### src/rtl/data_bus_arbiter.sv
// Two-master data-bus arbiter: m0 (core) and m1 (loader/debug) share one
// data bus controller. Round-robin grant, one transfer in flight, a busy
// timeout that aborts a stalled transfer, and fully registered outputs.
module data_bus_arbiter #(
  parameter int ADDR_WIDTH = 32,
  parameter int DATA_WIDTH = 32,
  parameter int TIMEOUT    = 16
) (
  input  logic                  clk,
  input  logic                  rst,
  input  logic                  m0_req,
  input  logic                  m0_we,
  input  logic [1:0]            m0_size,
  input  logic [ADDR_WIDTH-1:0] m0_addr,
  input  logic [DATA_WIDTH-1:0] m0_wdata,
  output logic                  m0_ack,
  input  logic                  m1_req,
  input  logic                  m1_we,
  input  logic [1:0]            m1_size,
  input  logic [ADDR_WIDTH-1:0] m1_addr,
  input  logic [DATA_WIDTH-1:0] m1_wdata,
  output logic                  m1_ack,
  output logic [DATA_WIDTH-1:0] rdata,
  output logic                  timeout_err,
  output logic                  owner,
  output logic                  bus_wd,
  output logic                  bus_rd,
  output logic [1:0]            bus_size,
  output logic [ADDR_WIDTH-1:0] bus_addr,
  output logic [DATA_WIDTH-1:0] bus_wdata,
  input  logic [DATA_WIDTH-1:0] bus_rdata,
  input  logic                  bus_ready,
  input  logic                  bus_busy
);

  localparam logic [1:0] S_IDLE  = 2'd0;
  localparam logic [1:0] S_ISSUE = 2'd1;
  localparam logic [1:0] S_WAIT  = 2'd2;
  localparam logic [1:0] S_DONE  = 2'd3;

  localparam int CNT_W = $clog2(TIMEOUT + 1);

  logic [1:0]            r_state;
  logic [CNT_W-1:0]      r_cnt;
  logic                  r_prio_m1;
  logic                  r_owner;
  logic                  r_we;
  logic [1:0]            r_size;
  logic [ADDR_WIDTH-1:0] r_addr;
  logic [DATA_WIDTH-1:0] r_wdata;
  logic                  r_wd;
  logic                  r_rd;
  logic                  r_ack0;
  logic                  r_ack1;
  logic [DATA_WIDTH-1:0] r_rdata;
  logic                  r_terr;

  logic                  w_grant;
  logic                  w_pick_m1;
  logic                  w_sel_we;
  logic [1:0]            w_sel_size;
  logic [ADDR_WIDTH-1:0] w_sel_addr;
  logic [DATA_WIDTH-1:0] w_sel_wdata;
  logic                  w_timeout;

  // m1 wins only when it is the sole requester or it is its turn
  assign w_grant     = bus_ready & (m0_req | m1_req);
  assign w_pick_m1   = m1_req & (~m0_req | r_prio_m1);
  assign w_sel_we    = w_pick_m1 ? m1_we    : m0_we;
  assign w_sel_size  = w_pick_m1 ? m1_size  : m0_size;
  assign w_sel_addr  = w_pick_m1 ? m1_addr  : m0_addr;
  assign w_sel_wdata = w_pick_m1 ? m1_wdata : m0_wdata;
  assign w_timeout   = (r_cnt == CNT_W'(TIMEOUT - 1));

  // Transfer sequencer: grant, strobe, wait for completion or timeout, ack
  always_ff @(posedge clk) begin
    if (rst) begin
      r_state   <= S_IDLE;
      r_cnt     <= '0;
      r_prio_m1 <= 1'b0;
      r_owner   <= 1'b0;
      r_we      <= 1'b0;
      r_size    <= '0;
      r_addr    <= '0;
      r_wdata   <= '0;
      r_wd      <= 1'b0;
      r_rd      <= 1'b0;
      r_ack0    <= 1'b0;
      r_ack1    <= 1'b0;
      r_rdata   <= '0;
      r_terr    <= 1'b0;
    end else begin
      r_wd   <= 1'b0;
      r_rd   <= 1'b0;
      r_ack0 <= 1'b0;
      r_ack1 <= 1'b0;
      case (r_state)
        S_IDLE: begin
          if (w_grant) begin
            r_owner   <= w_pick_m1;
            r_prio_m1 <= ~w_pick_m1;
            r_we      <= w_sel_we;
            r_size    <= w_sel_size;
            r_addr    <= w_sel_addr;
            r_wdata   <= w_sel_wdata;
            r_wd      <= w_sel_we;
            r_rd      <= ~w_sel_we;
            r_cnt     <= '0;
            r_state   <= S_ISSUE;
          end
        end
        S_ISSUE: begin
          r_state <= S_WAIT;
        end
        S_WAIT: begin
          // Ack is registered on the way into DONE so it is visible during DONE
          if (!bus_busy) begin
            r_rdata <= r_we ? '0 : bus_rdata;
            r_terr  <= 1'b0;
            r_ack0  <= ~r_owner;
            r_ack1  <= r_owner;
            r_state <= S_DONE;
          end else if (w_timeout) begin
            r_rdata <= '0;
            r_terr  <= 1'b1;
            r_ack0  <= ~r_owner;
            r_ack1  <= r_owner;
            r_state <= S_DONE;
          end else begin
            r_cnt <= r_cnt + 1'b1;
          end
        end
        S_DONE: begin
          r_we    <= 1'b0;
          r_size  <= '0;
          r_addr  <= '0;
          r_wdata <= '0;
          r_state <= S_IDLE;
        end
        default: begin
          r_state <= S_IDLE;
        end
      endcase
    end
  end

  assign m0_ack      = r_ack0;
  assign m1_ack      = r_ack1;
  assign rdata       = r_rdata;
  assign timeout_err = r_terr;
  assign owner       = r_owner;
  assign bus_wd      = r_wd;
  assign bus_rd      = r_rd;
  assign bus_size    = r_size;
  assign bus_addr    = r_addr;
  assign bus_wdata   = r_wdata;

endmodule

### config.mk
export PLATFORM = sky130hd
export DESIGN_NAME = data_bus_arbiter
export DESIGN_NICKNAME = d
export VERILOG_FILES = /design/src/rtl/data_bus_arbiter.sv
export SDC_FILE = /design/constraint.sdc
export NUM_CORES = 1
export LEC_CHECK = 0
export BUFFER_PORTS_ARGS = -buffer_cell sky130_fd_sc_hd__buf_2
export CAP_MARGIN = 20
export CORE_AREA = 2 2 108 110
export CTS_BUF_LIST = sky130_fd_sc_hd__clkbuf_16
export DETAILED_ROUTE_END_ITERATION = 16
export DIE_AREA = 0 0 110 112
export GPL_ROUTABILITY_DRIVEN = 0
export PLACE_DENSITY = 0.77
export SYNTH_ARGS = -nofsm -noshare
export SYNTH_HDL_FRONTEND = slang
export SYNTH_SLANG_ARGS = --single-unit
### constraint.sdc
create_clock -name clk -period 4.61 [get_ports clk]
set_input_delay 0 -clock clk [delete_from_list [all_inputs] [get_ports clk]]
set_output_delay 0 -clock clk [all_outputs]
set_load 0.1 [all_outputs]
==> impl_metrics.yaml, run 1 <==
status:
  outcome: "did not finish"
  haltStage: "clock tree synthesis"
  toolErrorMsg: "[ERROR RSZ-0060] Max buffer count reached."
placed_design:
  placement.io_buffers: 275
  hpwlAfterDp_mm: 9.27
synthesis:
  synthDominantCellAreaShare_pct: 48.9
  synthTopCellsByArea: "sky130_fd_sc_hd__dfxtp_1 49%, sky130_fd_sc_hd__mux2i_1 15%, sky130_fd_sc_hd__o2bb2ai_1 8.9%, sky130_fd_sc_hd__o2bb2ai_2 6.5%, sky130_fd_sc_hd__a22oi_1 5.4%"
  synth_commonest_cells: "113 x sky130_fd_sc_hd__dfxtp_1, 69 x sky130_fd_sc_hd__mux2i_1, 47 x sky130_fd_sc_hd__o2bb2ai_1"
  synth_compound_gate_area_share_pct: 23.0
  postSynthNetCount: 591
  number_of_flops_mapped_to_enable_cells_by_yosys: 0
  synth_flop_cell: "sky130_fd_sc_hd__dfxtp_1"
  post-synth-top-count-cell: "sky130_fd_sc_hd__dfxtp_1"
  combinational_family_with_the_most_area_after_synthesis: "compound AO/OA/AOI/OAI gates"
  avgSynthCellArea_um2: 11.2
  synthesis.yosys.warnings: 0
  postSynth.asyncResetShare_pct: 0
  synth_cells: 412
  synthMuxAreaShare_pct: 15.2
  post-synth-top-area-cell: "sky130_fd_sc_hd__dfxtp_1"
  synth_sequential_area_ratio_pct: 48.9
  synth.cell_area_um2: 4630
  synthXorXnorAreaFrac_pct: 0
  synth.ff_latch_count: 113
  synthSimpleGateAreaFrac_pct: 6.28
  synth.distinct_cells: 34
  fraction_of_the_mapped_netlist_area_in_adder_cells_pct: 1.89
floorplanning:
  chipHeight_um: 112
  initial_utilization_pct: 41.4
  io_pins: 276
  row_count: 39
  die_width_um: 110
clock_tree:
  post_cts_hold_buffer_count: 167
  cts_sinks: 113
  cts_max_path_buffers: 2
  cts-htree-levels: 4
  cts-resized-gates: 0
  cts_inserted_buffers: 17
  total_setup_buffers_inserted_after_cts: 0
  clk_root_buffer_cell: "sky130_fd_sc_hd__clkbuf_16"
-- stage by stage --
step / hold WS [ps] / cell area [um^2] / instances / util (%) / setup WS (ps)
floorplan: 163 / 4630 / 412 / - / 2820
global placement: 245 / 6060 / 800 / 54.2 / 2140
detailed placement: 259 / 6060 / 800 / 54.2 / 1970
-- cells by family after synthesis --
family	after synthesis
flip-flops	113
adder cells (fa/ha/maj)	7
buffers and inverters	43
AND/OR/NAND/NOR	63
multiplexers	70
AO/OA/AOI/OAI	116
==> inputs of run 2 (changes only) <==
CORE_AREA = not set   (was 2 2 108 110)
CORE_UTILIZATION = 30   (was not set)
CTS_BUF_LIST = not set   (was sky130_fd_sc_hd__clkbuf_16)
DIE_AREA = not set   (was 0 0 110 112)
PLACE_DENSITY = not set   (was 0.77)
PLACE_DENSITY_LB_ADDON = 0.15   (was not set)
==> impl_metrics.yaml, run 2 <==
floorplanning:
  io_pins: 276
  die_width_um: 126
  dieArea_um2: 15900
  chipHeight_um: 126
  initial_utilization_pct: 30.5
  core_area_um2: 15100
  row_count: 45
synthesis:
  synth_commonest_cells: "113 x sky130_fd_sc_hd__dfxtp_1, 69 x sky130_fd_sc_hd__mux2i_1, 47 x sky130_fd_sc_hd__o2bb2ai_1"
  synthSimpleGateAreaFrac_pct: 6.28
  synthTopCellsByArea: "sky130_fd_sc_hd__dfxtp_1 49%, sky130_fd_sc_hd__mux2i_1 15%, sky130_fd_sc_hd__o2bb2ai_1 8.9%, sky130_fd_sc_hd__o2bb2ai_2 6.5%, sky130_fd_sc_hd__a22oi_1 5.4%"
  synthXorXnorAreaFrac_pct: 0
  number_of_flops_mapped_to_enable_cells_by_yosys: 0
  synth_cells: 412
  post-synth-top-area-cell: "sky130_fd_sc_hd__dfxtp_1"
  synthMuxAreaShare_pct: 15.2
  fraction_of_the_mapped_netlist_area_in_adder_cells_pct: 1.89
  synth.ff_latch_count: 113
  synth_flop_cell: "sky130_fd_sc_hd__dfxtp_1"
  post-synth-top-count-cell: "sky130_fd_sc_hd__dfxtp_1"
  postSynth.asyncResetShare_pct: 0
  avgSynthCellArea_um2: 11.2
  synth_compound_gate_area_share_pct: 23.0
  synthDominantCellAreaShare_pct: 48.9
  synth_sequential_area_ratio_pct: 48.9
  synthesis.yosys.warnings: 0
  postSynthNetCount: 591
  synth.distinct_cells: 34
  combinational_family_with_the_most_area_after_synthesis: "compound AO/OA/AOI/OAI gates"
  synth.cell_area_um2: 4630
hold_path:
  hold_start: "m0_req"
  worst_hold_path_type: "in2reg"
placed_design:
  hpwlAfterDp_mm: 9.11
  placement.io_buffers: 275
sta:
  worst-slew-pin-transition_ps: 902
  worst_clock_skew_ps: 6.14
  period_minus_slack_ps: 2630
  setup_viol: 0
  fmaxAchievable_mhz: 380
  fin_setup_tns_ps: 0
  unrepaired_setup_endpoints_after_global_routing: "no"
  finalCritPeriodShare_pct: 57.0
  maxSlewHeadroom_pct: 39.9
  hold_viol_final: 0
  slew_viol_final: 0
layout:
  synthToLayoutAreaGrowth_pct: 80.3
  mostFrequentLayoutCells: "275 x sky130_fd_sc_hd__buf_2, 169 x sky130_fd_sc_hd__dlygate4sd3_1, 113 x sky130_fd_sc_hd__dfxtp_1"
  insertedDiodeCount: 0
  layout.filler_cells: 1304
  drive_gt1_share_pct: 39.0
  most_common_cell_after_layout_fill_and_taps_aside: "sky130_fd_sc_hd__buf_2"
  final_net_count: 1025
  final_core_utilization_pct: 55.1
setup_path:
  reg_to_reg_endpoint: "bus_wdata[22]"
  critPathArrivalTime_ps: 2950
  critPathBufInv: 2
  timing_endpoint_of_the_critical_path: "bus_wdata[22]"
  ff2ff_setup_slack_ps: 1980
  timing.critical_path.from: "r_state[0]"
  crit_cells: 7
  critPathTopFamily: "simple AND/OR/NAND/NOR gates"
  crit_type: "reg2reg"
  start_kind: "register"
  cp_max_fo: 38
  timing.reg2reg.worst_path_depth: 7
  worstPathCellList: "inv_1 -> ha_1 -> o211ai_4 -> o21ai_0 -> nor2_4 -> buf_4 -> o2bb2ai_1"
  worst_path_max_delay_cell: "sky130_fd_sc_hd__nor2_4"
  timing.critical_path.slowest_cell_delay_ps: 690
  critical_path_required_ps: 4930
  worst_r2r_startpoint: "r_state[0]"
  worst_setup_path_end_kind: "register"
route:
  antenna_left: 0
  routed_via_density: 4.76
  total_length_of_routed_wires_mm: 15.3
  detail_route.iter0.violations: 179
  first_pass_iters: 4
  drcViolationCount: 0
  routed-via-count: 4973
  routedWlPerCell_um: 14.6
grt:
  grt_max_degree: 48
  first_global_vias: 5042
  overflow: 0
  grt_use_total_pct: 19.0
  antenna_found_initial: 0
  wire_length_of_the_first_global_routing_pass_mm: 24.0
clock_tree:
  clk_transition_reported_paths_ps: 50
  clk_latency_ps: 400
  cts-htree-levels: 4
  post_cts_hold_buffer_count: 169
  clk_root_buffer_cell: "sky130_fd_sc_hd__clkbuf_16"
  cts_max_path_buffers: 2
  total_setup_buffers_inserted_after_cts: 0
  cts_sinks: 113
  cts-resized-gates: 0
  cts_tree: "yes"
  cts_inserted_buffers: 17
pwr:
  cellLeakagePower_nw: 4.09
  power.density_nw_per_um2: 517
  vdd_ir_drop_max_v: 0.000295
status:
  outcome: "finished clean"
flow_run:
  cap_viol_max_count: 0
run 2: cell counts after synthesis:
Identical to the previous run, type by type.
run 2: final cells by class:
type | instances | area [um^2] | share of cell area, %
multi-input cells | 256 | 2170 | 26.1
clock buffers | 23 | 468 | 5.61
repair buffers | 450 | 3130 | 37.6
clock inverters | 7 | 37.5 | 0.450
flip-flops and latches | 113 | 2260 | 27.1
inverters | 8 | 30.0 | 0.360
well taps | 188 | 235 | 2.82
run 2: logic make-up after synthesis:
| kind of cell | after synthesis |
|---|---|
| buffers and inverters | 43 |
| DFF | 113 |
| and+or+nand+nor | 63 |
| muxes | 70 |
| AOI/OAI and AO/OA | 116 |
| adders and majority gates | 7 |
run 2: worst min-delay path: cells and delay by family:
| kind | cells | cell delay, ps |
|---|---|---|
| buffers and inverters | 1 | 130 |
| AOI/OAI and AO/OA | 2 | 230 |
| and+or+nand+nor | 1 | 70 |
run 2: per-stage QoR:
stage | hold slack, ps | area, um^2 | worst slack (ps) | total power, W | cells
floorplan | 163 | 4630 | 2820 | 0.00272 | 412
global placement | 246 | 6110 | 2090 | 0.00302 | 845
detailed placement | 255 | 6140 | 1970 | 0.00305 | 846
CTS | 66.5 | 8340 | 1970 | 0.00433 | 1045
global route | 88.8 | 8340 | 1790 | 0.00449 | 1045
finish | 83.9 | 8340 | 1980 | 0.00431 | 1045
run 2: per-layer routing:
metal  GRT usage [%]  routed length, um  vias to the layer above
li1                -                  -                     2404
met1            19.8               6200                     2345
met2            35.2               7870                      194
met3            5.73                848                       30
met4            8.36                380                        0
met5               0                  0                        -
run 2: where the power goes:
part / leakage (nW) / internal [W] / switching [W] / total (W)
combinational: 2.91 / 0.000498 / 0.00147 / 0.00196
clock: 0.252 / 0.000701 / 0.000415 / 0.00112
sequential: 0.920 / 0.00114 / 0.0000911 / 0.00123
run 2: worst min path at each step:
stage,cells past startpoint,end,slack [ps]
after floorplan,2,rdata[0],160
after global placement,3,rdata[25],250
after detailed placement,3,rdata[14],250
after CTS,4,r_cnt[3],70
after global routing,4,r_cnt[3],90
final,4,r_cnt[3],80
Note: power is estimated with default switching activity, not from simulation.
